===== src/rtl/video_pkg.sv =====
// Shared BT.656 timing-reference definitions, used by the decoder and the
// matching generator.
package video_pkg;

    localparam logic [7:0] TRS_FF = 8'hFF;
    localparam logic [7:0] TRS_00 = 8'h00;

    // Bit positions inside the XY status word; bits 3..0 carry the protection bits.
    localparam int XY_BIT_ONE = 7;
    localparam int XY_BIT_F   = 6;
    localparam int XY_BIT_V   = 5;
    localparam int XY_BIT_H   = 4;

    typedef enum logic [2:0] {
        IDLE  = 3'd0,
        S_FF  = 3'd1,
        S_00A = 3'd2,
        S_00B = 3'd3,
        S_XY  = 3'd4
    } sync_state_e;

    typedef enum logic [1:0] {
        PH_CB = 2'd0,
        PH_Y0 = 2'd1,
        PH_CR = 2'd2,
        PH_Y1 = 2'd3
    } byte_phase_e;

    // Protection bits {P3, P2, P1, P0} for a given F/V/H combination.
    function automatic logic [3:0] xy_parity(input logic f, input logic v, input logic h);
        return {v ^ h, f ^ h, f ^ v, f ^ v ^ h};
    endfunction

endpackage


===== src/rtl/bt656_xy_check.sv =====
// Combinational decode of a BT.656 XY status word: F/V/H flags plus a
// validity flag covering the fixed-one bit and the protection bits.
module bt656_xy_check
    import video_pkg::*;
(
    input  logic [7:0] xy,
    output logic       f,
    output logic       v,
    output logic       h,
    output logic       ok
);

    assign f  = xy[XY_BIT_F];
    assign v  = xy[XY_BIT_V];
    assign h  = xy[XY_BIT_H];
    assign ok = xy[XY_BIT_ONE] && (xy[3:0] == xy_parity(f, v, h));

endmodule


===== src/rtl/bt656_decoder.sv =====
// BT.656 byte-stream decoder: finds FF 00 00 XY timing references, tracks
// F/V/H and line/pixel counts, and demultiplexes Cb/Y/Cr/Y into pixels.
module bt656_decoder #(
    parameter int ACTIVE_PIX = 720,
    parameter int LINE_W     = 10
) (
    input  logic              clk,
    input  logic              rst,
    input  logic              din_en,
    input  logic [7:0]        din,
    output logic [7:0]        y,
    output logic [7:0]        cb,
    output logic [7:0]        cr,
    output logic              pix_valid,
    output logic              f,
    output logic              v,
    output logic              h,
    output logic              sav,
    output logic              eav,
    output logic              frame_start,
    output logic              code_err,
    output logic [LINE_W-1:0] line_cnt,
    output logic [10:0]       pix_cnt
);
    import video_pkg::*;

    localparam logic [10:0]       PIX_LIMIT = 11'(ACTIVE_PIX);
    localparam logic [LINE_W-1:0] LINE_MAX  = {LINE_W{1'b1}};

    sync_state_e       state_q, state_d;
    byte_phase_e       phase_q, phase_d;
    logic              capture_q, capture_d;
    logic [7:0]        cb_hold_q, cb_hold_d, y0_hold_q, y0_hold_d, cr_hold_q, cr_hold_d;
    logic [7:0]        y_q, y_d, cb_q, cb_d, cr_q, cr_d;
    logic              pix_valid_q, pix_valid_d;
    logic              f_q, f_d, v_q, v_d, h_q, h_d;
    logic              sav_q, sav_d, eav_q, eav_d, frame_start_q, frame_start_d, code_err_q, code_err_d;
    logic [LINE_W-1:0] line_cnt_q, line_cnt_d;
    logic [10:0]       pix_cnt_q, pix_cnt_d;
    logic              xy_f, xy_v, xy_h, xy_ok;

    bt656_xy_check u_xy_check (
        .xy (din),
        .f  (xy_f),
        .v  (xy_v),
        .h  (xy_h),
        .ok (xy_ok)
    );

    always_comb begin
        // NOTE: every _d gets a default before any branch so no latch is inferred.
        state_d       = state_q;
        phase_d       = phase_q;
        capture_d     = capture_q;
        cb_hold_d     = cb_hold_q;
        y0_hold_d     = y0_hold_q;
        cr_hold_d     = cr_hold_q;
        y_d           = y_q;
        cb_d          = cb_q;
        cr_d          = cr_q;
        f_d           = f_q;
        v_d           = v_q;
        h_d           = h_q;
        line_cnt_d    = line_cnt_q;
        pix_cnt_d     = pix_cnt_q;
        pix_valid_d   = 1'b0;
        sav_d         = 1'b0;
        eav_d         = 1'b0;
        frame_start_d = 1'b0;
        code_err_d    = 1'b0;

        if (din_en) begin
            case (state_q)
                IDLE, S_XY: state_d = (din == TRS_FF) ? S_FF : IDLE;
                S_FF:       state_d = (din == TRS_00) ? S_00A : (din == TRS_FF) ? S_FF : IDLE;
                S_00A:      state_d = (din == TRS_00) ? S_00B : (din == TRS_FF) ? S_FF : IDLE;
                S_00B:      state_d = S_XY;
                default:    state_d = IDLE;
            endcase

            // A 0xFF can only be the start of a timing reference, never video data.
            if (capture_q) begin
                if (din == TRS_FF) begin
                    capture_d = 1'b0;
                end else begin
                    phase_d = byte_phase_e'(phase_q + 2'd1);
                    case (phase_q)
                        PH_CB: cb_hold_d = din;
                        PH_Y0: y0_hold_d = din;
                        PH_CR: begin
                            cr_hold_d   = din;
                            y_d         = y0_hold_q;
                            cb_d        = cb_hold_q;
                            cr_d        = din;
                            pix_valid_d = 1'b1;
                        end
                        default: begin
                            y_d         = din;
                            cb_d        = cb_hold_q;
                            cr_d        = cr_hold_q;
                            pix_valid_d = 1'b1;
                        end
                    endcase
                    if (pix_valid_d) begin
                        pix_cnt_d = pix_cnt_q + 11'd1;
                        if (pix_cnt_d == PIX_LIMIT) capture_d = 1'b0;
                    end
                end
            end

            if (state_q == S_00B) begin
                if (!xy_ok) begin
                    code_err_d = 1'b1;
                end else begin
                    f_d = xy_f;
                    v_d = xy_v;
                    h_d = xy_h;
                    if (xy_h) begin
                        eav_d     = 1'b1;
                        pix_cnt_d = '0;
                        if (f_q && !xy_f) begin
                            frame_start_d = 1'b1;
                            line_cnt_d    = '0;
                        end else if (line_cnt_q != LINE_MAX) begin
                            line_cnt_d = line_cnt_q + 1'b1;
                        end
                    end else begin
                        sav_d = 1'b1;
                        if (!xy_v) begin
                            capture_d = 1'b1;
                            phase_d   = PH_CB;
                        end
                    end
                end
            end
        end
    end

    always_ff @(posedge clk or posedge rst) begin
        if (rst) begin
            state_q       <= IDLE;
            phase_q       <= PH_CB;
            capture_q     <= 1'b0;
            cb_hold_q     <= '0;
            y0_hold_q     <= '0;
            cr_hold_q     <= '0;
            y_q           <= '0;
            cb_q          <= '0;
            cr_q          <= '0;
            pix_valid_q   <= 1'b0;
            f_q           <= 1'b0;
            v_q           <= 1'b1;
            h_q           <= 1'b1;
            sav_q         <= 1'b0;
            eav_q         <= 1'b0;
            frame_start_q <= 1'b0;
            code_err_q    <= 1'b0;
            line_cnt_q    <= '0;
            pix_cnt_q     <= '0;
        end else begin
            // NOTE: non-blocking assignments so every flop samples pre-edge values.
            state_q       <= state_d;
            phase_q       <= phase_d;
            capture_q     <= capture_d;
            cb_hold_q     <= cb_hold_d;
            y0_hold_q     <= y0_hold_d;
            cr_hold_q     <= cr_hold_d;
            y_q           <= y_d;
            cb_q          <= cb_d;
            cr_q          <= cr_d;
            pix_valid_q   <= pix_valid_d;
            f_q           <= f_d;
            v_q           <= v_d;
            h_q           <= h_d;
            sav_q         <= sav_d;
            eav_q         <= eav_d;
            frame_start_q <= frame_start_d;
            code_err_q    <= code_err_d;
            line_cnt_q    <= line_cnt_d;
            pix_cnt_q     <= pix_cnt_d;
        end
    end

    assign y           = y_q;
    assign cb          = cb_q;
    assign cr          = cr_q;
    assign pix_valid   = pix_valid_q;
    assign f           = f_q;
    assign v           = v_q;
    assign h           = h_q;
    assign sav         = sav_q;
    assign eav         = eav_q;
    assign frame_start = frame_start_q;
    assign code_err    = code_err_q;
    assign line_cnt    = line_cnt_q;
    assign pix_cnt     = pix_cnt_q;

endmodule


===== config.mk =====
export PLATFORM = sky130hd
export DESIGN_NAME = bt656_decoder
export DESIGN_NICKNAME = d
export VERILOG_FILES = /design/src/rtl/video_pkg.sv /design/src/rtl/bt656_xy_check.sv /design/src/rtl/bt656_decoder.sv
export SDC_FILE = /design/constraint.sdc
export NUM_CORES = 1
export LEC_CHECK = 0
export ABC_CLOCK_PERIOD_IN_PS = 7700
export CAP_MARGIN = 20
export CORE_MARGIN = 8
export CORE_UTILIZATION = 30
export CTS_CLUSTER_DIAMETER = 40
export CTS_CLUSTER_SIZE = 30
export DETAILED_ROUTE_END_ITERATION = 7
export MAX_ROUTING_LAYER = met4
export REMOVE_ABC_BUFFERS = 1
export SLEW_MARGIN = 20
export SYNTH_ARGS = -nofsm -noshare
export SYNTH_HDL_FRONTEND = slang
export SYNTH_SLANG_ARGS = --single-unit

===== constraint.sdc =====
create_clock -name clk -period 7.7 [get_ports clk]
set_clock_uncertainty 0.15 [all_clocks]
set_input_delay 1.925 -clock clk [delete_from_list [all_inputs] [get_ports clk]]
set_output_delay 1.925 -clock clk [all_outputs]
set_load 0.02 [all_outputs]

## Word level (Yosys, flattened, before mapping)

Index checks and enable logic that the tools add are counted.
W data, S select, Z words.

| operators by class | value |
|---|---|
| add/sub/neg operators | 3 |
| multiply operators | 0 |
| div/mod/pow operators | 0 |
| magnitude comparators | 0 |
| equality and inequality tests | 10 |
| shift operators | 0 |
| mux-type cells | 51 |
| bitwise operators | 6 |
| reduce and logical (&&, ||, !) cells | 15 |

Operators by type and width:

| cell | count |
|---|---|
| $mux W11 | 6 |
| $mux W1 | 32 |
| $pmux W8 S2 | 2 |
| $mux W10 | 2 |
| $reduce_and A4 Y1 | 4 |
| $mux W2 | 7 |
| $pmux W3 S4 | 1 |
| $add A11 B1 Y11 const B | 1 |
| $eq A11 B10 Y1 const B | 1 |
| $add A10 B1 Y10 const B | 1 |
| $ne A10 B10 Y1 const B | 1 |
| $eq A8 B8 Y1 const B | 1 |
| $logic_not A8 Y1 | 1 |
| $eq A3 B2 Y1 const B | 2 |
| $reduce_and A5 Y1 | 1 |
| $eq A4 B4 Y1 | 1 |
| $reduce_or A2 Y1 | 2 |
| $xor A1 B1 Y1 | 4 |
| $eq A3 B1 Y1 const B | 1 |
| $eq A3 B3 Y1 const B | 1 |
| $logic_not A3 Y1 | 1 |
| $mux W3 | 1 |
| $reduce_and A3 Y1 | 1 |
| $add A2 B1 Y2 const B | 1 |
| other kinds (7) | 9 |

| storage, ports and cells | value |
|---|---|
| register bits after elaboration | 83 |
| bits in latches | 0 |
| RAM bits | 0 |
| ROM bits | 0 |
| bits of input ports | 11 |
| memories | 0 |

## Logic depth before layout (Yosys ltp)

Gate-level depths: netlist (run 1).

| depth | value |
|---|---|
| depth after elaboration | 13 |
| mapped depth | 8 |

## By module

Synthesis (run 1) repeated with hierarchy kept, for this count alone.

| unflattened totals | value |
|---|---|
| cells, all modules | 365 |
| area, all modules | 4,081.4 µm² |

By module, submodules not included:

| module | instances | cells an instance | area each (µm²) | sequential area each (µm²) |
|---|---|---|---|---|
| bt656_decoder | 1 | 344 | 3,935.0 | 2,079.5 |
| bt656_xy_check | 1 | 21 | 146.4 | 0.0 |

## Worst setup path after synthesis (run 1)

OpenSTA, ideal clock, no wires.

| timing | value |
|---|---|
| path type | input -> register |
| start | input din[5] |
| end | register line_cnt_q[0], in the netlist line_cnt[0] |
| library setup time | 0.128 ns |
| data arrival time | 3.619 ns |
| data required time | 7.422 ns |
| path slack | 3.803 ns |
| cell stages on the path | 8 |
| path buffers | 1 |
| cell sequence | buf_6 -> inv_1 -> ha_1 -> xor2_1 -> nor4b_4 -> a32o_2 -> o211ai_2 -> mux2_1 |

| on the way | value |
|---|---|
| longest elaborated chain between the ends | 5 |
| elaborated cells between the ends (all ways) | 6 |

Ends and longest elaborated chain:

| what | RTL line | text |
|---|---|---|
| from (decl) | bt656_decoder.sv:10 | `input logic [7:0] din,` |
| $xor A1 B1 Y1 (2 in series) | video_pkg.sv:31 | `return {v ^ h, f ^ h, f ^ v, f ^ v ^ h};` |
| $eq A4 B4 Y1 (*) | bt656_xy_check.sv:16 | `assign ok = xy[XY_BIT_ONE] && (xy[3:0] == xy_parity(f, v, h));` |
| $logic_and A1 B1 Y1 (*) | bt656_xy_check.sv:16 |  |
| $reduce_and A5 Y1 (no line) (*) | - |  |
| to (signal assigned) | bt656_decoder.sv:179 | `line_cnt_q <= line_cnt_d;` |
| to (decl) | bt656_decoder.sv:38 | `logic [LINE_W-1:0] line_cnt_q, line_cnt_d;` |

Every way passes the cells marked *; elsewhere a longest branch is shown, timed or not.
A chain may end at the register's enable or synchronous reset.

## Worst setup path after layout (run 1)

| timing | value |
|---|---|
| start | input din[4] |
| end | register line_cnt_q[9], in the netlist line_cnt[9] |

| on the way | value |
|---|---|
| longest elaborated chain between the ends | 4 |
| elaborated cells between the ends (all ways) | 6 |

Ends and longest elaborated chain:

| what | RTL line |
|---|---|
| $xor A1 B1 Y1 | video_pkg.sv:31 |
| $eq A4 B4 Y1 | bt656_xy_check.sv:16 |
| $logic_and A1 B1 Y1 | bt656_xy_check.sv:16 |
| $reduce_and A5 Y1 (no line) (*) | - |

Marked as above.

==> impl_metrics.py, run 1 <==
metrics = {
    "worst_setup_path": {
        "worstSetupPathDepth": 8,
        "cp.required_ns": 7.79,
        "critPathLaunch": "din[4]",
        "worstSetupStartpointType": "input port",
        "arrival_ns": 4.92,
        "crit_path_end_kind": "flop",
        "rr_worst_depth": 4,
        "path_delay_family": "buffers and inverters",
        "path_cells": "clkdlybuf4s50_1 -> inv_1 -> ha_1 -> xor2_1 -> nor4b_4 -> a22o_1 -> nand4_2 -> o31ai_1",
        "worstSetupPathType": "in2reg",
        "cpPeakStageDelay_ns": 0.92,
        "cp_max_fo": 15,
        "crit_slowest_cell": "clkdlybuf4s50_1",
        "cp_num_buf_inv": 2,
        "r2r-start": "phase_q[0]",
    },
    "route": {
        "postRouteAntennaNets": 0,
        "vias_per_cell": 5.17,
        "num_vias": 3379,
        "remaining_drc_errors": 0,
        "dr.pass1.iters": 5,
        "drt-total-wl_mm": 10.9,
        "drtIter0Drc": 267,
        "avgRoutedWirePerCell_um": 16.6,
    },
    "synth": {
        "synth-seq-area-share_pct": 48.8,
        "ys_ff_latch": 83,
        "syn_area_sq_um": 4260,
        "synth_top_area_share_pct": 47.6,
        "synth_ff_type": "dfrtp_1",
        "synth_area_leaders": "dfrtp_1, mux2_2, nand2_1",
        "synth_edf_count": 0,
        "yosys.cell_types.count": 65,
        "synthArstFlopShare_pct": 100,
        "avgSynthCellArea_sq_um": 10.2,
        "synth_top_area_cell": "dfrtp_1",
        "yosysWarnings": 0,
        "synthCells": 417,
    },
    "power": {
        "pwr-share-clk_pct": 50.2,
        "p_leak_nw": 2.57,
        "power_frac_comb_pct": 4.1,
        "seq_power_share_pct": 45.7,
        "total_power_mw": 0.954,
        "swShare_pct": 21.2,
        "power.switching_mw": 0.203,
        "intPower_mw": 0.751,
        "ir_worst_vdd_uv": 87.0,
        "powerDensity_nw_per_um2": 178,
    },
    "clock_tree": {
        "cts.path.max_buffers": 2,
        "cts_tree": "yes",
        "cts_setup_buffers": 0,
        "cts_htree_levels": 3,
        "cts_made_buffers": 9,
        "clk_latency_ns": 0.34,
        "cts_root_buf": "clkbuf_16",
        "ctsResizeCount": 0,
        "clock_sinks": 83,
        "clk_pin_slew_ns": 0.06,
        "holdBufCountCts": 0,
    },
    "layout": {
        "nets": 488,
        "drive_gt1_share_pct": 13.1,
        "areaGrowthSynthToFinish_pct": 25.8,
        "num_antenna_cells": 0,
    },
    "min_path": {
        "hold_class": "reg2reg",
        "min_path_cells": 2,
        "min_from": "cb_hold_q[0]",
    },
    "grt": {
        "grt_max_degree": 84,
        "grt_use_total_pct": 12.7,
        "overflow": 0,
        "grt_pass1_wl_mm": 18.1,
        "antenna_found_initial": 0,
        "grt_pass1_vias": 3408,
    },
    "place": {
        "gp_congestion": 0.870,
        "port_buffers": 63,
        "dp_hpwl_mm": 7.64,
    },
    "sta": {
        "hold_ws_ns": 0.314,
        "hold_violations": 0,
        "max_freq_mhz": 207,
        "max_slew_margin_pct": 34.2,
        "fin_crit_ns": 4.83,
        "rsz0062_at_grt": "false",
        "setup_violations": 0,
        "final.setup.tns_ns": 0,
        "slew_violations": 0,
        "finalCritPeriodShare_pct": 62.7,
        "worstMarginPinSlew_ns": 0.987,
    },
    "die": {
        "fp.coreArea_sq_um": 13900,
        "die_y_um": 135,
        "dieArea_sq_um": 18300,
        "initial_core_util_pct": 30.7,
        "std_cell_rows": 43,
        "die-width_um": 135,
        "io_pins": 64,
    },
    "status": {
        "run_status": "finished, final reports clean",
    },
    "run": {
        "cap_violations": 0,
    },
}
==> synth_stat cells, drive strengths merged (2+ instances only) <==
library cell / count
a21o: 3
a21oi: 11
a22o: 2
a31oi: 8
a32o: 2
and2: 7
and2b: 2
and3: 5
buf: 12
clkbuf: 13
dfrtp: 81
dfstp: 2
ha: 8
inv: 16
mux2: 24
mux2i: 18
mux4: 2
nand2: 63
nand3: 20
nand3b: 2
nand4: 7
nand4b: 2
nor2: 18
nor2b: 3
nor3: 8
nor4: 3
o211ai: 5
o21ai: 26
o21bai: 2
o22ai: 2
o2bb2ai: 2
o31ai: 12
o41ai: 3
or2: 2
or3: 3
xor2: 3
==> routing by layer <==
layer | share of wire [%] | GRT usage [%] | vias to the layer above
li1 | - | - | 1607
met1 | 48 | 17.1 | 1667
met5 | 0 | - | -
met4 | 1.9 | 5.80 | 0
met2 | 46 | 18.2 | 90
met3 | 4.2 | 2.45 | 15
==> final timing paths <==
check                           slack [ns]           end
min in group asynchronous             1.96         cb[2]
worst max register to register        5.01  cr_hold_q[7]
max in group asynchronous             4.90   line_cnt[1]
worst min-delay path                  0.31         cb[0]
worst max-delay path                  2.87   line_cnt[9]
worst min register to register        0.31         cb[0]
==> cells by family (layout without fill, tap and decap cells) <==
kind of cell | Yosys count | after routing | synth area share, %
muxes | 44 | 44 | 11.6
adders and majority gates | 8 | 8 | 2.35
AOI/OAI and AO/OA | 89 | 89 | 14.7
and+or+nand+nor | 148 | 148 | 17.5
DFF | 83 | 83 | 48.8
xor gates and xnor gates | 4 | 4 | 0.823
buffers and inverters | 41 | 98 | 4.23
==> registers in the layout, summed over array words and instances (netlist names) <==
signal	count
line_cnt	10
y0_hold_q	8
pix_valid	1
capture_q	1
code_err	1
pix_cnt	11
f	1
v	1
cr	8
frame_start	1
cb_hold_q	8
eav	1
sav	1
cb	8
phase_q	2
cr_hold_q	8
state_q	3
h	1
y	8
==> worst register-to-register path: cells and delay by family (launching register included) <==
family                   cells  cell delay [ns]
AND/OR/NAND/NOR              1             0.64
adder cells (fa/ha/maj)      1             0.81
buffers and inverters        1             0.10
flip-flops                   1             0.41
multiplexers                 1             0.46
==> area by class of cell <==
cell class / count / area [sq um]
inverters: 16 / 61.3
clock buffers: 11 / 253
repair buffers: 66 / 657
well taps: 180 / 225
fillers: 1404 / 8520
clock inverters: 5 / 82.6
flip-flops and latches: 83 / 2080
multi-input cells: 293 / 2000
==> power by group through the flow <==
stage | sequential [mW] | combinational, mW | clock (mW)
finish | 0.436 | 0.0389 | 0.479
global route | 0.436 | 0.0435 | 0.511
CTS | 0.436 | 0.0398 | 0.492
detailed placement | 0.444 | 0.0397 | 0
global placement | 0.444 | 0.0388 | 0
floorplan | 0.444 | 0.0199 | 0
==> cell usage in the layout, fill, tap and decap left out, types with 9 or more instances in the layout <==
master and instances:
inv_1 15, nand3_1 20, dfrtp_1 81, o31ai_1 12, clkbuf_16 9, clkdlybuf4s50_1 63, nand2_1 61, a21oi_1 11
o21ai_0 25, mux2i_1 18, nor2_1 18, mux2_2 23
==> through the flow <==
step	instance area [sq um]	std cells	util (%)	setup WS, ns
floorplan	4140	392	-	2.92
global placement	5020	638	36.1	2.60
detailed placement	5020	638	36.1	2.50
CTS	5350	654	38.6	2.88
global route	5360	654	38.6	2.62
finish	5360	654	38.6	2.87
(Power assumes the default switching activity.)
==> run 2: changes to the inputs <==
ABC_CLOCK_PERIOD_IN_PS = 5000   (was 7700)
clock period = 5 ns   (was 7.7 ns; I/O delays follow)
==> run 2 against run 1 <==
Register-to-register slack got worse by 2.8 ns. Wire length fell by 0.63%. Via count fell by 0.95%. Sequential cell count did not move. Clock-buffer cell count rose by 1. First-iteration DRC count rose by 6.7%. Clock power rose by 31%. Critical path depth did not move. Non-clock buffer count rose by 1. Power rose by 43%. Critical path type unchanged.
==> impl_metrics.py, run 2 (synthesized netlist as in run 1, its figures left out) <==
metrics = {
    "place": {
        "dp_hpwl_mm": 7.72,
        "post_dp_cell_area_sq_um": 5020,
        "port_buffers": 63,
        "gp_congestion": 0.881,
    },
    "grt": {
        "grt_use_total_pct": 12.7,
        "antenna_found_initial": 0,
        "overflow": 0,
        "grt_pass1_vias": 3397,
        "grt_pass1_wl_mm": 18.0,
        "grt_max_degree": 59,
    },
    "layout": {
        "regArea_sq_um": 2080,
        "largest_reg_flops": 11,
        "final_common_cell": "dfrtp_1",
        "final.fill_count": 1390,
        "post-route-cell-area_sq_um": 5310,
        "num_antenna_cells": 0,
        "drive_gt1_share_pct": 13.1,
        "multi_input_area_sq_um": 2000,
        "areaGrowthSynthToFinish_pct": 24.7,
        "layout_common_cells": "dfrtp_1, clkdlybuf4s50_1, nand2_1",
        "nets": 489,
    },
    "clock_tree": {
        "clk_latency_ns": 0.34,
        "holdBufCountCts": 0,
        "clk_pin_slew_ns": 0.06,
        "clock_sinks": 83,
        "cts_made_buffers": 9,
        "cts_tree": "yes",
        "cts_htree_levels": 3,
        "ctsResizeCount": 0,
        "cts.path.max_buffers": 2,
        "cts_root_buf": "clkbuf_16",
        "cts_setup_buffers": 0,
    },
    "die": {
        "io_pins": 64,
        "std_cell_rows": 43,
        "dieArea_sq_um": 18300,
        "fp.coreArea_sq_um": 13900,
        "die_y_um": 135,
        "die-width_um": 135,
        "initial_core_util_pct": 30.7,
    },
    "route": {
        "drtIter0Drc": 285,
        "postRouteAntennaNets": 0,
        "dr.pass1.iters": 4,
        "avgRoutedWirePerCell_um": 16.5,
        "vias_per_cell": 5.11,
        "num_vias": 3347,
        "remaining_drc_errors": 0,
        "drt-total-wl_mm": 10.8,
    },
    "sta": {
        "fin_crit_ns": 3.73,
        "setup_violations": 0,
        "hold_violations": 0,
        "finalCritPeriodShare_pct": 74.6,
        "slew_violations": 0,
        "rsz0062_at_grt": "false",
        "final.setup.tns_ns": 0,
        "max_slew_margin_pct": 31.7,
        "max_freq_mhz": 268,
        "worstMarginPinSlew_ns": 1.02,
    },
    "min_path": {
        "hold_class": "reg2reg",
    },
    "worst_setup_path": {
        "arrival_ns": 3.77,
        "worstSetupStartpointType": "input port",
        "cp.required_ns": 5.04,
        "crit_path_end_kind": "flop",
        "cp_max_fo": 13,
        "worstSetupPathType": "in2reg",
    },
    "status": {
        "run_status": "finished, final reports clean",
    },
    "power": {
        "total_power_mw": 1.36,
        "ir_worst_vdd_uv": 153,
        "p_leak_nw": 2.55,
        "powerDensity_nw_per_um2": 256,
    },
    "run": {
        "cap_violations": 0,
    },
}
run 2: worst paths after layout:
kind / from / depth (start not counted) / endpoint / slack, ns
worst max-delay path: din[5] / 8 / line_cnt[2] / 1.27
max in group asynchronous: rst / 3 / h / 2.58
min in group asynchronous: rst / 2 / pix_valid / 1.25
worst min register to register: cb_hold_q[7] / 2 / cb[7] / 0.31
worst min-delay path: cb_hold_q[7] / 2 / cb[7] / 0.31
worst max register to register: phase_q[0] / 4 / cr_hold_q[3] / 2.24
run 2: critical path: stages:
cell,delay (ns)
clkdlybuf4s50_1,0.69
inv_1,0.14
ha_1,0.31
xor2_1,0.20
nor4b_4,0.40
a22oi_4,0.20
nor2_1,0.45
a21oi_1,0.13
run 2: layout make-up:
type | count | share of cell area, %
Timing Repair Buffer | 67 | 12.4
Clock buffer | 12 | 4.83
Inverter | 16 | 1.18
Sequential cell | 83 | 39.2
Tap cell | 180 | 4.24
Clock inverter | 4 | 0.471
Multi-Input combinational cell | 293 | 37.6
run 2: per-stage QoR:
stage | cells | setup WS [ns] | utilization [%] | hold WS (ns)
floorplan | 392 | 0.896 | - | 0.283
global placement | 639 | 0.995 | 36.2 | 0.301
detailed placement | 639 | 0.889 | 36.2 | 0.300
CTS | 655 | 1.25 | 38.2 | 0.316
global route | 655 | 1.10 | 38.2 | 0.345
finish | 655 | 1.27 | 38.2 | 0.311
run 2: where the power goes:
group          switching [mW]  internal, mW
combinational          0.0424        0.0184
clock                   0.266         0.362
sequential          0.0000500         0.672
run 2: per-layer routing:
layer	share of wire, %	wire [um]	vias to the layer above	global-route usage (%)
li1	-	-	1600	-
met1	49	5300	1660	17.0
met2	46	4930	77	18.4
met3	4.3	464	10	3.08
met4	0.99	107	0	3.82
met5	0	0	-	-
==> run 3: changes to the inputs <==
ABC_CLOCK_PERIOD_IN_PS = 3300   (was 5000)
clock period = 3.3 ns   (was 5 ns; I/O delays follow)
==> run 3 against run 2 <==
Sequential cell count is the same. Global-route usage grew 0.071 points. Sequential power grew 52%. Core utilization grew 1.5 points. Critical path depth is the same. Critical path type unchanged. Largest cell class unchanged. Highest routed layer unchanged.
==> impl_metrics.py, run 3 (synthesized netlist as in run 1, its figures left out) <==
metrics = {
    "min_path": {
        "hold_class": "reg2reg",
    },
    "sta": {
        "setup_violations": 0,
        "rsz0062_at_grt": "false",
        "fin_crit_ns": 2.97,
        "hold_ws_ns": 0.314,
        "max_slew_margin_pct": 67.6,
        "worst_slack_ns": 0.335,
        "worstMarginPinSlew_ns": 0.481,
        "slew_violations": 0,
        "finalCritPeriodShare_pct": 89.9,
        "hold_violations": 0,
        "max_freq_mhz": 337,
    },
    "clock_tree": {
        "clock_sinks": 83,
        "holdBufCountCts": 0,
        "cts_tree": "yes",
        "cts_root_buf": "clkbuf_16",
        "clk_latency_ns": 0.34,
        "cts.path.max_buffers": 2,
        "clk_pin_slew_ns": 0.06,
        "cts_htree_levels": 3,
        "cts_setup_buffers": 0,
        "cts_made_buffers": 9,
        "ctsResizeCount": 0,
    },
    "layout": {
        "nets": 516,
        "areaGrowthSynthToFinish_pct": 29.5,
        "layout_common_cells": "dfrtp_1, clkdlybuf4s50_1, nand2_1",
        "num_antenna_cells": 0,
        "largest_reg_flops": 11,
        "final_common_cell": "dfrtp_1",
        "post-route-cell-area_sq_um": 5510,
        "drive_gt1_share_pct": 17.6,
    },
    "die": {
        "die-width_um": 135,
        "fp.coreArea_sq_um": 13900,
        "die_y_um": 135,
        "io_pins": 64,
        "dieArea_sq_um": 18300,
        "std_cell_rows": 43,
        "initial_core_util_pct": 30.7,
    },
    "route": {
        "drt-total-wl_mm": 11.1,
        "vias_per_cell": 5.10,
        "drtIter0Drc": 237,
        "num_vias": 3471,
        "dr.pass1.iters": 4,
        "avgRoutedWirePerCell_um": 16.3,
        "remaining_drc_errors": 0,
        "postRouteAntennaNets": 0,
    },
    "place": {
        "dp_slack_ns": -0.00644,
        "gp_congestion": 0.858,
        "post_dp_cell_area_sq_um": 5250,
        "dp_hpwl_mm": 8.30,
        "port_buffers": 63,
    },
    "run": {
        "cap_violations": 0,
    },
    "power": {
        "powerDensity_nw_per_um2": 368,
        "total_power_mw": 2.03,
        "ir_worst_vdd_uv": 200,
        "p_leak_nw": 2.68,
    },
    "grt": {
        "grt_pass1_wl_mm": 18.2,
        "antenna_found_initial": 0,
        "grt_use_total_pct": 12.7,
        "grt_max_degree": 34,
        "overflow": 0,
        "grt_pass1_vias": 3526,
    },
    "status": {
        "run_status": "finished, final reports clean",
    },
    "worst_setup_path": {
        "arrival_ns": 3.04,
        "worstSetupStartpointType": "input port",
        "cp_max_fo": 4,
        "rrSetupSlack_ns": 0.55,
        "crit_path_end_kind": "flop",
        "worstSetupPathType": "in2reg",
        "cp.required_ns": 3.37,
    },
}
-- run 3: cell types whose count changed in the layout (fill, tap and decap cells not counted), sizes merged --
cell / change
clkbuf: -2
clkinv: +3
buf: +27
inv: -1
clkinvlp: -1
-- run 3: critical path, stage by stage --
cell and delay (ns):
clkdlybuf4s50_1 0.47, inv_1 0.07, ha_1 0.30, xor2_1 0.20, nor4b_4 0.39, a32o_2 0.31
o211ai_2 0.13, mux2_1 0.33
-- run 3: where the power goes --
part | switching, mW | total [mW] | internal (mW)
Clock | 0.402 | 0.904 | 0.503
Sequential | 0.0000795 | 1.02 | 1.02
Combinational | 0.0668 | 0.107 | 0.0406
Total | 0.469 | 2.03 | 1.56
-- run 3: worst paths after layout --
kind / from / end / cells after the start
setup / recovery: din[4] / line_cnt[0] / 8
hold / removal: cb_hold_q[6] / cb[6] / 2
setup reg to reg: pix_cnt[1] / capture_q / 6
hold reg to reg: cb_hold_q[6] / cb[6] / 2
max in group asynchronous: rst / v / 3
min in group asynchronous: rst / cb[1] / 2
-- run 3: stage by stage --
stage	setup TNS [ns]	std cells	util [%]
6_report	0	681	39.7
4_1_cts	0	681	39.7
2_1_floorplan	-3.74	392	-
5_1_grt	0	681	39.7
3_3_place_gp	0	666	37.8
3_5_place_dp	-0.00644	666	37.8
-- run 3: area by class of cell --
cell class                 count  area, sq um
fill                        1377         8370
sequential                    83         2080
multi-input combinational    293         2000
timing repair buffer          94          888
clock buffer                  10          229
tap                          180          225
inverter                      16         61.3
clock inverter                 5         31.3
-- run 3: metal layers --
layer  track usage [%]  vias to the layer above  wire (um)
met5                 -                        -          0
met4              4.19                        0        129
met3              2.82                       14        493
met2              19.1                       86       5060
met1              16.7                     1709       5410
li1                  -                     1662          -
